[config.mk]
export PLATFORM = sky130hd
export DESIGN_NAME = inp_arbiter_flat
export DESIGN_NICKNAME = d
export VERILOG_FILES = /design/src/rtl/inp_arbiter_if.sv /design/src/rtl/inp_arbiter.sv /design/src/flat_wrapper.sv
export SDC_FILE = /design/constraint.sdc
export NUM_CORES = 1
export LEC_CHECK = 0
export CAP_MARGIN = 20
export CORE_UTILIZATION = 41
export CTS_CLUSTER_SIZE = 10
export DETAILED_ROUTE_END_ITERATION = 10
export GPL_ROUTABILITY_DRIVEN = 0
export HOLD_SLACK_MARGIN = 0.03
export PLACE_DENSITY = 0.75
export SETUP_SLACK_MARGIN = 0.02
export SLEW_MARGIN = 0
export SYNTH_ARGS = -nofsm -noshare
export SYNTH_HDL_FRONTEND = slang
export SYNTH_SLANG_ARGS = --single-unit
[constraint.sdc]
create_clock -name clk -period 1.98 [get_ports clk]
set_input_delay 0.396 -clock clk [delete_from_list [all_inputs] [get_ports clk]]
set_output_delay 0.396 -clock clk [all_outputs]
set_load 0.02 [all_outputs]
[src/rtl/inp_arbiter_if.sv]
// Bundle of the requester-side and input-unit-side signals of the stdin arbiter.
// The arbiter takes the slave view; the surrounding system (requesters plus the
// input unit) takes the master view.
interface inp_arbiter_if #(
  parameter int DW = 16,
  parameter int N  = 4,
  parameter int GW = (N > 1) ? $clog2(N) : 1
);
  logic [N-1:0]  req;
  logic [N-1:0]  ack;
  logic [DW-1:0] data;
  logic [GW-1:0] grant_id;
  logic          busy;
  logic          inp_req;
  logic [DW-1:0] inp_data;
  logic          inp_ack;

  modport slave (
    input  req, inp_data, inp_ack,
    output ack, data, grant_id, busy, inp_req
  );

  modport master (
    output req, inp_data, inp_ack,
    input  ack, data, grant_id, busy, inp_req
  );
endinterface

[src/rtl/inp_arbiter.sv]
// Round-robin arbiter sharing one stdin input unit among N 4-phase requesters.
// One transaction at a time: grant, run the downstream req/ack handshake, hand
// the latched value to the granted requester, then wait for its release.
module inp_arbiter #(
  parameter int DW = 16,
  parameter int N  = 4,
  parameter int GW = (N > 1) ? $clog2(N) : 1
) (
  input  logic         clk,
  input  logic         rst_b,
  inp_arbiter_if.slave bus
);

  localparam logic [1:0] S_IDLE     = 2'd0;
  localparam logic [1:0] S_WAIT_ACK = 2'd1;
  localparam logic [1:0] S_WAIT_REL = 2'd2;
  localparam logic [1:0] S_HOLD     = 2'd3;

  logic [1:0]    state_q, state_d;
  logic [GW-1:0] ptr_q, ptr_d;
  logic [GW-1:0] grant_q, grant_d;
  logic [N-1:0]  ack_q, ack_d;
  logic [DW-1:0] data_q, data_d;
  logic          busy_q, busy_d;
  logic          inp_req_q, inp_req_d;

  logic [GW-1:0] sel;
  logic          found;
  logic [N-1:0]  gnt_oh;
  logic          req_g;
  logic [GW-1:0] nxt_ptr;

  // Granted requester as a one-hot mask, its live request, and the pointer
  // position just past it (so the served requester drops to lowest priority).
  assign gnt_oh  = N'(1) << grant_q;
  assign req_g   = |(bus.req & gnt_oh);
  assign nxt_ptr = GW'((int'(grant_q) + 1) % N);

  // Round-robin search: first set request starting at ptr, wrapping mod N.
  // Walking downward lets the lowest offset overwrite any later match.
  always_comb begin
    sel   = '0;
    found = 1'b0;
    for (int k = N - 1; k >= 0; k--) begin
      if (|(bus.req & (N'(1) << ((int'(ptr_q) + k) % N)))) begin
        sel   = GW'((int'(ptr_q) + k) % N);
        found = 1'b1;
      end
    end
  end

  // Transaction FSM: next-state and next-output computation.
  always_comb begin
    state_d   = state_q;
    ptr_d     = ptr_q;
    grant_d   = grant_q;
    ack_d     = ack_q;
    data_d    = data_q;
    busy_d    = busy_q;
    inp_req_d = inp_req_q;
    case (state_q)
      S_IDLE: begin
        if (found) begin
          grant_d   = sel;
          busy_d    = 1'b1;
          inp_req_d = 1'b1;
          state_d   = S_WAIT_ACK;
        end
      end
      S_WAIT_ACK: begin
        // The input unit read always completes, even if the requester withdrew.
        if (bus.inp_ack) begin
          data_d    = bus.inp_data;
          inp_req_d = 1'b0;
          state_d   = S_WAIT_REL;
        end
      end
      S_WAIT_REL: begin
        if (!bus.inp_ack) begin
          if (req_g) begin
            ack_d   = gnt_oh;
            state_d = S_HOLD;
          end else begin
            // Requester gave up: value is dropped, no ack is raised.
            ptr_d   = nxt_ptr;
            busy_d  = 1'b0;
            state_d = S_IDLE;
          end
        end
      end
      S_HOLD: begin
        if (!req_g) begin
          ack_d   = '0;
          ptr_d   = nxt_ptr;
          busy_d  = 1'b0;
          state_d = S_IDLE;
        end
      end
      default: begin
        ack_d     = '0;
        data_d    = '0;
        grant_d   = '0;
        busy_d    = 1'b0;
        inp_req_d = 1'b0;
        ptr_d     = '0;
        state_d   = S_IDLE;
      end
    endcase
  end

  // State and registered outputs, cleared asynchronously by reset.
  always_ff @(posedge clk or negedge rst_b) begin
    if (!rst_b) begin
      state_q   <= S_IDLE;
      ptr_q     <= '0;
      grant_q   <= '0;
      ack_q     <= '0;
      data_q    <= '0;
      busy_q    <= 1'b0;
      inp_req_q <= 1'b0;
    end else begin
      state_q   <= state_d;
      ptr_q     <= ptr_d;
      grant_q   <= grant_d;
      ack_q     <= ack_d;
      data_q    <= data_d;
      busy_q    <= busy_d;
      inp_req_q <= inp_req_d;
    end
  end

  assign bus.ack      = ack_q;
  assign bus.data     = data_q;
  assign bus.grant_id = grant_q;
  assign bus.busy     = busy_q;
  assign bus.inp_req  = inp_req_q;

endmodule

[src/flat_wrapper.sv]
// flat-port wrapper written by rule: the top's interface ports become plain ports
module inp_arbiter_flat 
#(
  parameter int DW = 16,
  parameter int N  = 4,
  parameter int GW = (N > 1) ? $clog2(N) : 1
)
  (clk, rst_b, bus_req, bus_inp_data, bus_inp_ack, bus_ack, bus_data, bus_grant_id, bus_busy, bus_inp_req);
  inp_arbiter_if #(.DW(DW), .N(N), .GW(GW)) bus_i ();
  input  logic clk;
  input  logic rst_b;
  input wire logic [$bits(bus_i.req)-1:0] bus_req;
  input wire logic [$bits(bus_i.inp_data)-1:0] bus_inp_data;
  input wire logic [$bits(bus_i.inp_ack)-1:0] bus_inp_ack;
  output wire logic [$bits(bus_i.ack)-1:0] bus_ack;
  output wire logic [$bits(bus_i.data)-1:0] bus_data;
  output wire logic [$bits(bus_i.grant_id)-1:0] bus_grant_id;
  output wire logic [$bits(bus_i.busy)-1:0] bus_busy;
  output wire logic [$bits(bus_i.inp_req)-1:0] bus_inp_req;
  assign bus_i.req = bus_req;
  assign bus_i.inp_data = bus_inp_data;
  assign bus_i.inp_ack = bus_inp_ack;
  assign bus_ack = bus_i.ack;
  assign bus_data = bus_i.data;
  assign bus_grant_id = bus_i.grant_id;
  assign bus_busy = bus_i.busy;
  assign bus_inp_req = bus_i.inp_req;
  inp_arbiter #(.DW(DW), .N(N), .GW(GW)) u_core (.clk(clk), .rst_b(rst_b), .bus(bus_i));
endmodule
==> metrics.yaml, run 1 <==
sta:
  min_period_over_period_pct: 99.5
  grt_setup_unrepaired: "true"
  final.setup_skew_ns: 0.00209
  report.final.hold_viol_count: 0
  maxClockFrequency_mhz: 508
  final_max_slew_viol_count: 0
  setup-tns-final_ns: 0
  finalSetupViolations: 0
  final_critical_path_required_period_ns: 1.97
  worstMarginPinSlew_ns: 0.344
  timing.max_slew.rel_slack_pct: 77.1
grt:
  overflow: 0
  grt_max_degree: 29
  vias_in_the_first_global_route: 1236
  grt_first_pass_wirelength_mm: 5.14
  antenna_found_initial: 0
  gr-usage-all-layers_pct: 18.7
finish:
  post_layout_net_count: 217
  layoutNonFillerInstCount: 230
  final_cell_area_um2: 2280
  nFillCells: 267
  drive_gt1_share_pct: 34.8
  diodes: 0
  multi_input_comb_area_um2: 820
  area_growth_pct: 58.2
  seq_area_um2: 703
yosys:
  synth.largest_area_cell: "sky130_fd_sc_hd__dfrtp_1"
  mappedNetlistArea_um2: 1440
  syn_inst: 120
  synthesis.yosys.warnings: 0
  synth.cells.most_frequent: "sky130_fd_sc_hd__dfrtp_1 (28), sky130_fd_sc_hd__mux2_2 (16), sky130_fd_sc_hd__nand2_1 (15)"
  sequential_share_of_the_synthesized_area_pct: 48.7
  synth_async_sr_flop_share_pct: 100
  yosysMostFrequentCell: "sky130_fd_sc_hd__dfrtp_1"
  synthesis.nets: 152
  ys_seq_elements: 28
  yosys-top-cells-area: "sky130_fd_sc_hd__dfrtp_1 (49%), sky130_fd_sc_hd__mux2_2 (13%), sky130_fd_sc_hd__ha_1 (7.8%)"
  count_of_flip_flops_with_a_built_in_enable_after_synthesis: 0
  synthesis.area_per_instance_um2: 12.0
  yosys_most_used_dff: "sky130_fd_sc_hd__dfrtp_1"
  synth.distinct_cells: 30
  post-synth-top-area-fraction_pct: 48.7
run_status:
  status: "completed"
detailed_routing:
  postRouteWirelength_mm: 3.34
  detailroute.via_count: 1182
  vias_per_cell: 5.14
  topRoutingLayerUsed: "met4"
  detailedRoute.firstPassIterationCount: 4
  remaining_drc_errors: 0
  drtAntennaViolNets: 0
  dr_wl_met3_um: 174
  drtIter0Drc: 37
  wl_met1_mm: 1.30
  wl_met2_mm: 1.81
  routedWlPerCell_um: 14.5
worst_setup_path:
  cpPeakStageDelay_ns: 0.50
  worst_ep_arrival_time_ns: 2.22
  worst-path-max-fanout: 5
  critPathCaptureType: "flip-flop"
  cpLargestDelayFamily: "simple AND/OR/NAND/NOR gates"
  timing.setup.critical_path_class: "flip-flop to flip-flop"
  worstPathBufferInverterCount: 0
  r2r-start: "u_core.ptr_q[0]"
  startpoint: "u_core.ptr_q[0]"
  timing.critical_path.slowest_stage_cell: "sky130_fd_sc_hd__dfrtp_2"
  data_required_time_of_the_critical_path_ns: 2.23
  worstPathCellList: "ha_2 -> a22o_1 -> or2_4 -> nor4_4 -> or2b_4 -> mux2i_1"
  cp-start-kind: "flip-flop"
floorplan:
  starting_density_pct: 43.1
  fp.coreArea_um2: 3340
  die_x_um: 61.2
  num_rows: 21
  die_area_um2: 3750
  die-height_um: 61.2
  design.portCount: 47
cts:
  holdBufCountCts: 0
  cts.htree.levels: 1
  clkTransAtPathRegs_ns: 0.14
  clock_latency_ns: 0.31
  numClockSinks: 28
  clk_root_buffer_cell: "sky130_fd_sc_hd__clkbuf_4"
  clockBufferDepth: 2
  tritoncts.num_buffers: 3
  tritoncts: "yes"
pwr:
  vdd.ir_drop.worst_uv: 878
  power_density_nw_per_um2: 1730
  leakage_uw: 0.000968
placement:
  place.detailed.hpwl_mm: 2.43
  placed_cells_incl_taps: 222
  numPortBuffers: 46
  placement.cell_area_um2: 2050
run:
  max_cap_viol_count: 0
min_path:
  hp-class: "input port to async pin"
## metal layers
layer,track usage (%),up-vias
li1,-,558
met1,22.3,581
met2,32.0,37
met3,5.04,6
met4,7.79,0
met5,0,-
## layout by cell type (no fill, tap or decap), types with 3 or more instances in the layout
cell and count:
sky130_fd_sc_hd__mux2_2 16, sky130_fd_sc_hd__ha_4 3, sky130_fd_sc_hd__mux2i_1 6, sky130_fd_sc_hd__inv_1 7, sky130_fd_sc_hd__dfrtp_1 26, sky130_fd_sc_hd__a22oi_2 4, sky130_fd_sc_hd__clkdlybuf4s50_1 46, sky130_fd_sc_hd__nand2_1 12
sky130_fd_sc_hd__clkbuf_4 3, sky130_fd_sc_hd__ha_1 5, sky130_fd_sc_hd__buf_4 15, sky130_fd_sc_hd__a22o_1 4, sky130_fd_sc_hd__nand2_2 3
## report_power, final
part | leakage [µW] | internal (µW) | switching (µW)
Sequential | 0.000333 | 854 | 215
Clock | 0.0000279 | 204 | 158
Combinational | 0.000607 | 1310 | 1190
Total | 0.000968 | 2370 | 1560
## cell type report
| cell class | count | share of cell area [%] |
|---|---|---|
| Multi-Input combinational cell | 80 | 36.0 |
| Sequential cell | 28 | 30.9 |
| Timing Repair Buffer | 63 | 26.6 |
| Tap cell | 46 | 2.53 |
| Inverter | 9 | 1.70 |
| Clock inverter | 1 | 1.32 |
| Clock buffer | 3 | 0.990 |
## final timing paths
kind / endpoint / slack [ns] / depth (start not counted)
min in group clk: u_core.bus.inp_req / 0.51 / 2
max in group asynchronous: u_core.ptr_q[1] / 1.27 / 2
setup reg to reg: u_core.bus.grant_id[1] / 0.01 / 6
hold / removal: u_core.bus.ack[3] / 0.44 / 2
hold reg to reg: u_core.bus.inp_req / 0.51 / 2
setup / recovery: u_core.bus.grant_id[1] / 0.01 / 6
## metrics by stage
stage	power (µW)	hold WS [ns]	worst slack, ns	utilization (%)
global route	4200	0.469	-0.0690	68.2
global placement	3100	0.465	-0.144	61.5
floorplan	2270	0.100	0.0663	-
CTS	3640	0.438	0.0258	64.4
finish	3930	0.438	0.0104	68.2
detailed placement	3170	0.471	-0.204	61.5
## state kept, by name (all words and copies together), names as in the netlist
| name | flops |
|---|---|
| u_core.bus.data | 16 |
| u_core.bus.ack | 4 |
| u_core.bus.grant_id | 2 |
| u_core.ptr_q | 2 |
| u_core.state_q | 2 |
| u_core.bus.busy | 1 |
| u_core.bus.inp_req | 1 |
## cell families (layout without fill, tap and decap cells)
| group | after synthesis | after routing | synth area share (%) |
|---|---|---|---|
| compound gates | 25 | 25 | 13.8 |
| fa+ha+maj | 9 | 9 | 7.83 |
| buf+inv | 12 | 76 | 3.30 |
| flops | 28 | 28 | 48.7 |
| mux | 23 | 23 | 17.5 |
| simple gates | 23 | 23 | 8.87 |
## worst register-to-register path: stages (launching register included)
cell	delay [ns]
sky130_fd_sc_hd__dfrtp_2	0.50
sky130_fd_sc_hd__ha_2	0.25
sky130_fd_sc_hd__a22o_1	0.20
sky130_fd_sc_hd__or2_4	0.28
sky130_fd_sc_hd__nor4_4	0.32
sky130_fd_sc_hd__or2b_4	0.19
sky130_fd_sc_hd__mux2i_1	0.17
## what timing repair did
action,CTS,global route
pin swaps,3,7
setup buffers,3,1
gates resized for setup,6,26
endpoints found under the setup margin,5,11
(Power assumes the default switching activity.)
==> run 2, diff against run 1 <==
--- a/config.mk
+++ b/config.mk
@@ -6,12 +6,13 @@
 export NUM_CORES = 1
 export LEC_CHECK = 0
 export CAP_MARGIN = 20
-export CORE_UTILIZATION = 41
+export CORE_UTILIZATION = 49
 export CTS_CLUSTER_SIZE = 10
 export DETAILED_ROUTE_END_ITERATION = 10
 export GPL_ROUTABILITY_DRIVEN = 0
 export HOLD_SLACK_MARGIN = 0.03
-export PLACE_DENSITY = 0.75
+export PLACE_DENSITY = 0.84
+export REMOVE_ABC_BUFFERS = 1
 export SETUP_SLACK_MARGIN = 0.02
 export SLEW_MARGIN = 0
 export SYNTH_ARGS = -nofsm -noshare
==> constraint.sdc (replaced) <==
create_clock -name clk -period 2.37 [get_ports clk]
set_input_delay 0.474 -clock clk [delete_from_list [all_inputs] [get_ports clk]]
set_output_delay 0.474 -clock clk [all_outputs]
set_load 0.02 [all_outputs]
==> run 2 against run 1 <==
Net effect: maximum frequency decreased by 7.7%; critical path type unchanged; cell area is 11% lower; core utilization increased by 5.0 points; via count down 6.5%; register-to-register slack better by 0.22 ns; die area is 16% lower; first-iteration DRC count is 54% lower; clock skew up 0.0072 ns; critical path depth rose by 1; sequential power fell by 16%; combinational power fell by 33%.
==> metrics.yaml, run 2 (same netlist as run 1, synthesis figures left out) <==
sta:
  grt_setup_unrepaired: "false"
  timing.max_slew.rel_slack_pct: 74.2
  finalSetupViolations: 0
  report.final.hold_viol_count: 0
  setup-tns-final_ns: 0
  final_max_slew_viol_count: 0
  final_critical_path_required_period_ns: 2.13
  maxClockFrequency_mhz: 468
  final.setup_skew_ns: 0.00930
  worstMarginPinSlew_ns: 0.387
  min_period_over_period_pct: 90.1
cts:
  tritoncts: "yes"
  post-cts-setup-buffer-count: 0
  cts_repair_resize_count: 0
  numClockSinks: 28
  clockBufferDepth: 2
  holdBufCountCts: 0
  tritoncts.num_buffers: 3
  clkTransAtPathRegs_ns: 0.15
  clk_root_buffer_cell: "sky130_fd_sc_hd__clkbuf_4"
  clock_latency_ns: 0.33
  cts.htree.levels: 1
pwr:
  leakage_uw: 0.000885
  fin_total_pwr_uw: 2880
  p_int_uw: 1720
  power_frac_comb_pct: 58.0
  sequentialPowerShare_pct: 31.2
  power.net_switching_uw: 1150
  power_density_nw_per_um2: 1420
  power.share.switching_pct: 40.0
  vdd.ir_drop.worst_uv: 1090
  power.share.clock_pct: 10.8
worst_setup_path:
  data_required_time_of_the_critical_path_ns: 2.64
  cp-start-kind: "flip-flop"
  timing.setup.critical_path_class: "flip-flop to flip-flop"
  worst-path-max-fanout: 6
  critPathCaptureType: "flip-flop"
  worst_ep_arrival_time_ns: 2.41
grt:
  grt_first_pass_wirelength_mm: 5.35
  overflow: 0
  grt_max_degree: 29
  vias_in_the_first_global_route: 1258
  antenna_found_initial: 0
  gr-usage-all-layers_pct: 21.7
detailed_routing:
  drtAntennaViolNets: 0
  detailroute.via_count: 1105
  routedWlPerCell_um: 15.5
  drtIter0Drc: 17
  postRouteWirelength_mm: 3.13
  remaining_drc_errors: 0
  detailedRoute.firstPassIterationCount: 4
  vias_per_cell: 5.47
finish:
  layoutNonFillerInstCount: 202
  number_of_flip_flops_in_the_largest_register: 16
  area_growth_pct: 40.3
  nFillCells: 189
  final_cell_mix: "sky130_fd_sc_hd__clkdlybuf4s50_1 (46), sky130_fd_sc_hd__dfrtp_1 (28), sky130_fd_sc_hd__mux2_2 (16)"
  final_cell_area_um2: 2020
  post_layout_net_count: 204
  drive_gt1_share_pct: 17.5
  diodes: 0
  final_common_cell: "sky130_fd_sc_hd__clkdlybuf4s50_1"
  share_of_the_core_filled_with_cells_in_the_final_layout_pct: 73.2
floorplan:
  die_area_um2: 3160
  num_rows: 19
  design.portCount: 47
  fp.coreArea_um2: 2760
  die_x_um: 56.2
  starting_density_pct: 52.2
  die-height_um: 56.2
placement:
  numPortBuffers: 46
  placement.cell_area_um2: 1970
  placed_cells_incl_taps: 198
  place.detailed.hpwl_mm: 2.40
run_status:
  status: "completed"
run:
  max_cap_viol_count: 0
min_path:
  hp-class: "input port to async pin"
[run 2: power by group through the flow]
stage	registers (µW)	clock network (µW)	logic [µW]
2_1_floorplan	1110	0	775
3_5_place_dp	905	0	1660
4_1_cts	898	315	1670
3_3_place_gp	882	0	1610
6_report	896	310	1670
5_1_grt	932	329	1800
[run 2: per-layer routing]
metal / track usage, % / vias to the layer above / wire (µm)
met1: 25.3 / 530 / 1320
met5: 0 / - / 0
met2: 39.1 / 39 / 1580
li1: - / 530 / -
met3: 3.72 / 6 / 186
met4: 9.06 / 0 / 45
[run 2: path summary, 6_finish.rpt]
path                                     from                      to  slack (ns)  cells after the start
max                           u_core.ptr_q[1]  u_core.bus.grant_id[1]        0.24                      7
min                                     rst_b     u_core.bus.data[13]        0.49                      2
max reg2reg                   u_core.ptr_q[1]  u_core.bus.grant_id[1]        0.24                      7
min reg2reg                u_core.bus.inp_req      u_core.bus.inp_req        0.51                      2
max in group asynchronous               rst_b         u_core.ptr_q[1]        1.62                      2
min in group clk           u_core.bus.inp_req      u_core.bus.inp_req        0.51                      2
[run 2: per-stage QoR]
stage,setup slack (ns),hold WS (ns)
after global routing,0.0945,0.527
after detailed placement,0.0871,0.475
after floorplan,0.456,0.178
final,0.235,0.493
after global placement,0.152,0.479
after CTS,0.232,0.494
[run 2: layout make-up]
cell class                      count  area [µm²]  area share (%)
Clock buffer                        3        22.5            1.12
Timing Repair Buffer               50         503            24.9
Inverter                            9        33.8            1.67
Sequential cell                    28         701            34.7
Tap cell                           31        38.8            1.92
Clock inverter                      1        30.0            1.49
Multi-Input combinational cell     80         691            34.2
[run 2: critical path, cell delays in order (launching register included)]
cell                      delay [ns]
sky130_fd_sc_hd__dfrtp_1        0.49
sky130_fd_sc_hd__inv_1          0.11
sky130_fd_sc_hd__ha_1           0.25
sky130_fd_sc_hd__a22o_1         0.29
sky130_fd_sc_hd__or2_4          0.29
sky130_fd_sc_hd__nor4_4         0.29
sky130_fd_sc_hd__or2b_2         0.19
sky130_fd_sc_hd__mux2i_1        0.18
==> run 3, diff against run 2 <==
--- a/config.mk
+++ b/config.mk
@@ -10,6 +10,7 @@
 export CTS_CLUSTER_SIZE = 10
 export DETAILED_ROUTE_END_ITERATION = 10
 export GPL_ROUTABILITY_DRIVEN = 0
+export GPL_TIMING_DRIVEN = 1
 export HOLD_SLACK_MARGIN = 0.03
 export PLACE_DENSITY = 0.84
 export REMOVE_ABC_BUFFERS = 1
==> results of run 3 <==
The final DEF is identical to that of run 2; final timing and power are the same.
==> RTL edit, RTL diff (flow settings as in run 3) <==
Take the reset off `data_q` and load it in a clocked block of its own.
--- a/src/rtl/inp_arbiter.sv
+++ b/src/rtl/inp_arbiter.sv
@@ -115,7 +115,6 @@
       ptr_q     <= '0;
       grant_q   <= '0;
       ack_q     <= '0;
-      data_q    <= '0;
       busy_q    <= 1'b0;
       inp_req_q <= 1'b0;
     end else begin
@@ -123,10 +122,13 @@
       ptr_q     <= ptr_d;
       grant_q   <= grant_d;
       ack_q     <= ack_d;
-      data_q    <= data_d;
       busy_q    <= busy_d;
       inp_req_q <= inp_req_d;
     end
+  end
+
+  always_ff @(posedge clk) begin
+    data_q <= data_d;
   end
 
   assign bus.ack      = ack_q;
Formal check against the unedited RTL: differs if rst_b is asserted again (counterexample within 4 cycles, from zero or initial values and one cycle with rst_b low); with rst_b held inactive, the same outputs for 4 cycles.
==> RTL edit against run 3 <==
Hold slack worse by 3.9 ps. Sequential cell count unchanged. Area after synthesis down 4.5%. Design area down 5.6%. Via count down 6.4%. Critical path depth is the same. Combinational power is 26% lower. Power is 22% lower. Core utilization up 0.99 points. Wire length down 5.1%. Setup slack better by 11 ps. Cell count fell by 7.9%. Highest routed layer unchanged.
==> RTL edit: results <==
[placed_design]
dpl_cell_area_sq_mm = 0.00188
hpwl_um = 2300
port_buffers = 46

[detailed_routing]
via_count = 1034
drt_iter0_drc = 20
dr.pass1.iters = 4
wl_per_cell_um = 16.0

[sta]
fin_skew_ps = 6.89
fin_hold_ws_ps = 489
worstMarginPinSlew_ps = 576

[critical_path]
r2r_end = u_core.bus.grant_id[1]
critPathTopFamily = compound AO/OA/AOI/OAI gates
ff2ff_setup_slack_ps = 250
critical_path.max_fanout = 6
cpPeakStageDelay_ps = 440
crit_arrival_ps = 2350
cp_slowest_cell = dfrtp_1
startpoint = u_core.ptr_q[0]
r2r_cells = 7

[yosys]
synthTopCellsByCount = 16 x edfxtp_1, 14 x nand2_1, 12 x dfrtp_1
yosys.area_share.adder = 0.0729
synthTopCellsByArea = edfxtp_1 35%, dfrtp_1 22%, ha_1 7.3%
ys_seq_area_frac = 0.568
async_flop_share = 0.429
ys_warn_count = 0
synth_mux_area_frac = 0.0628
yosys_most_used_dff = edfxtp_1
synthXorXnorAreaFrac = 0
synth_edf_count = 16
synth.distinct_cells = 31
synth_compound_area_frac = 0.173

[cells_and_area]
drive_gt1_frac = 0.0897
fillers = 184
diodes = 0
nets = 188

[global_routing]
track_usage = 0.217
antenna_found_initial = 0
grt_pass1_vias = 964
grt_pass1_wl_um = 4400
grt_max_degree = 17

[clock_network]
root_buffer = clkbuf_4
worstSkewPairLatency_ps = 330
cts_setup_buffers = 0
htreeDepth = 1
cts_max_path_buffers = 2
cts_buffers = 3

[power]
peakVddDrop_mv = 0.900
p_switching_mw = 0.921
combinationalPowerShare = 0.552
p_leak_nw = 0.771
seq_power_mw = 0.797
p_comb_mw = 1.23

[outcome]
status = complete, no violations
-- RTL edit: cell types whose count changed after synthesis, moves of 3 or more --
cell	before	now
a22o_1	4	1
mux2_2	16	0
edfxtp_1	0	16
o21ai_1	0	3
dfrtp_1	28	12
-- RTL edit: through the flow --
step / std cells / util / setup WS, ps
floorplan: 104 / - / 427
global placement: 182 / 0.732 / 70.8
detailed placement: 182 / 0.732 / 1.41
CTS: 186 / 0.742 / 254
global route: 186 / 0.742 / 145
finish: 186 / 0.742 / 246
-- RTL edit: area by class of cell --
| type | count | area share |
|---|---|---|
| Sequential cell | 28 | 0.410 |
| Multi-Input combinational cell | 67 | 0.290 |
| Inverter | 9 | 0.0177 |
| Clock buffer | 4 | 0.0138 |
| Tap cell | 30 | 0.0197 |
| Timing Repair Buffer | 48 | 0.250 |
-- RTL edit: routing by layer --
metal	wire length, um	track usage	vias up
li1	-	-	492
met1	1240	0.268	498
met2	1480	0.365	40
met3	203	0.0383	4
met4	51	0.100	0
met5	0	0	-
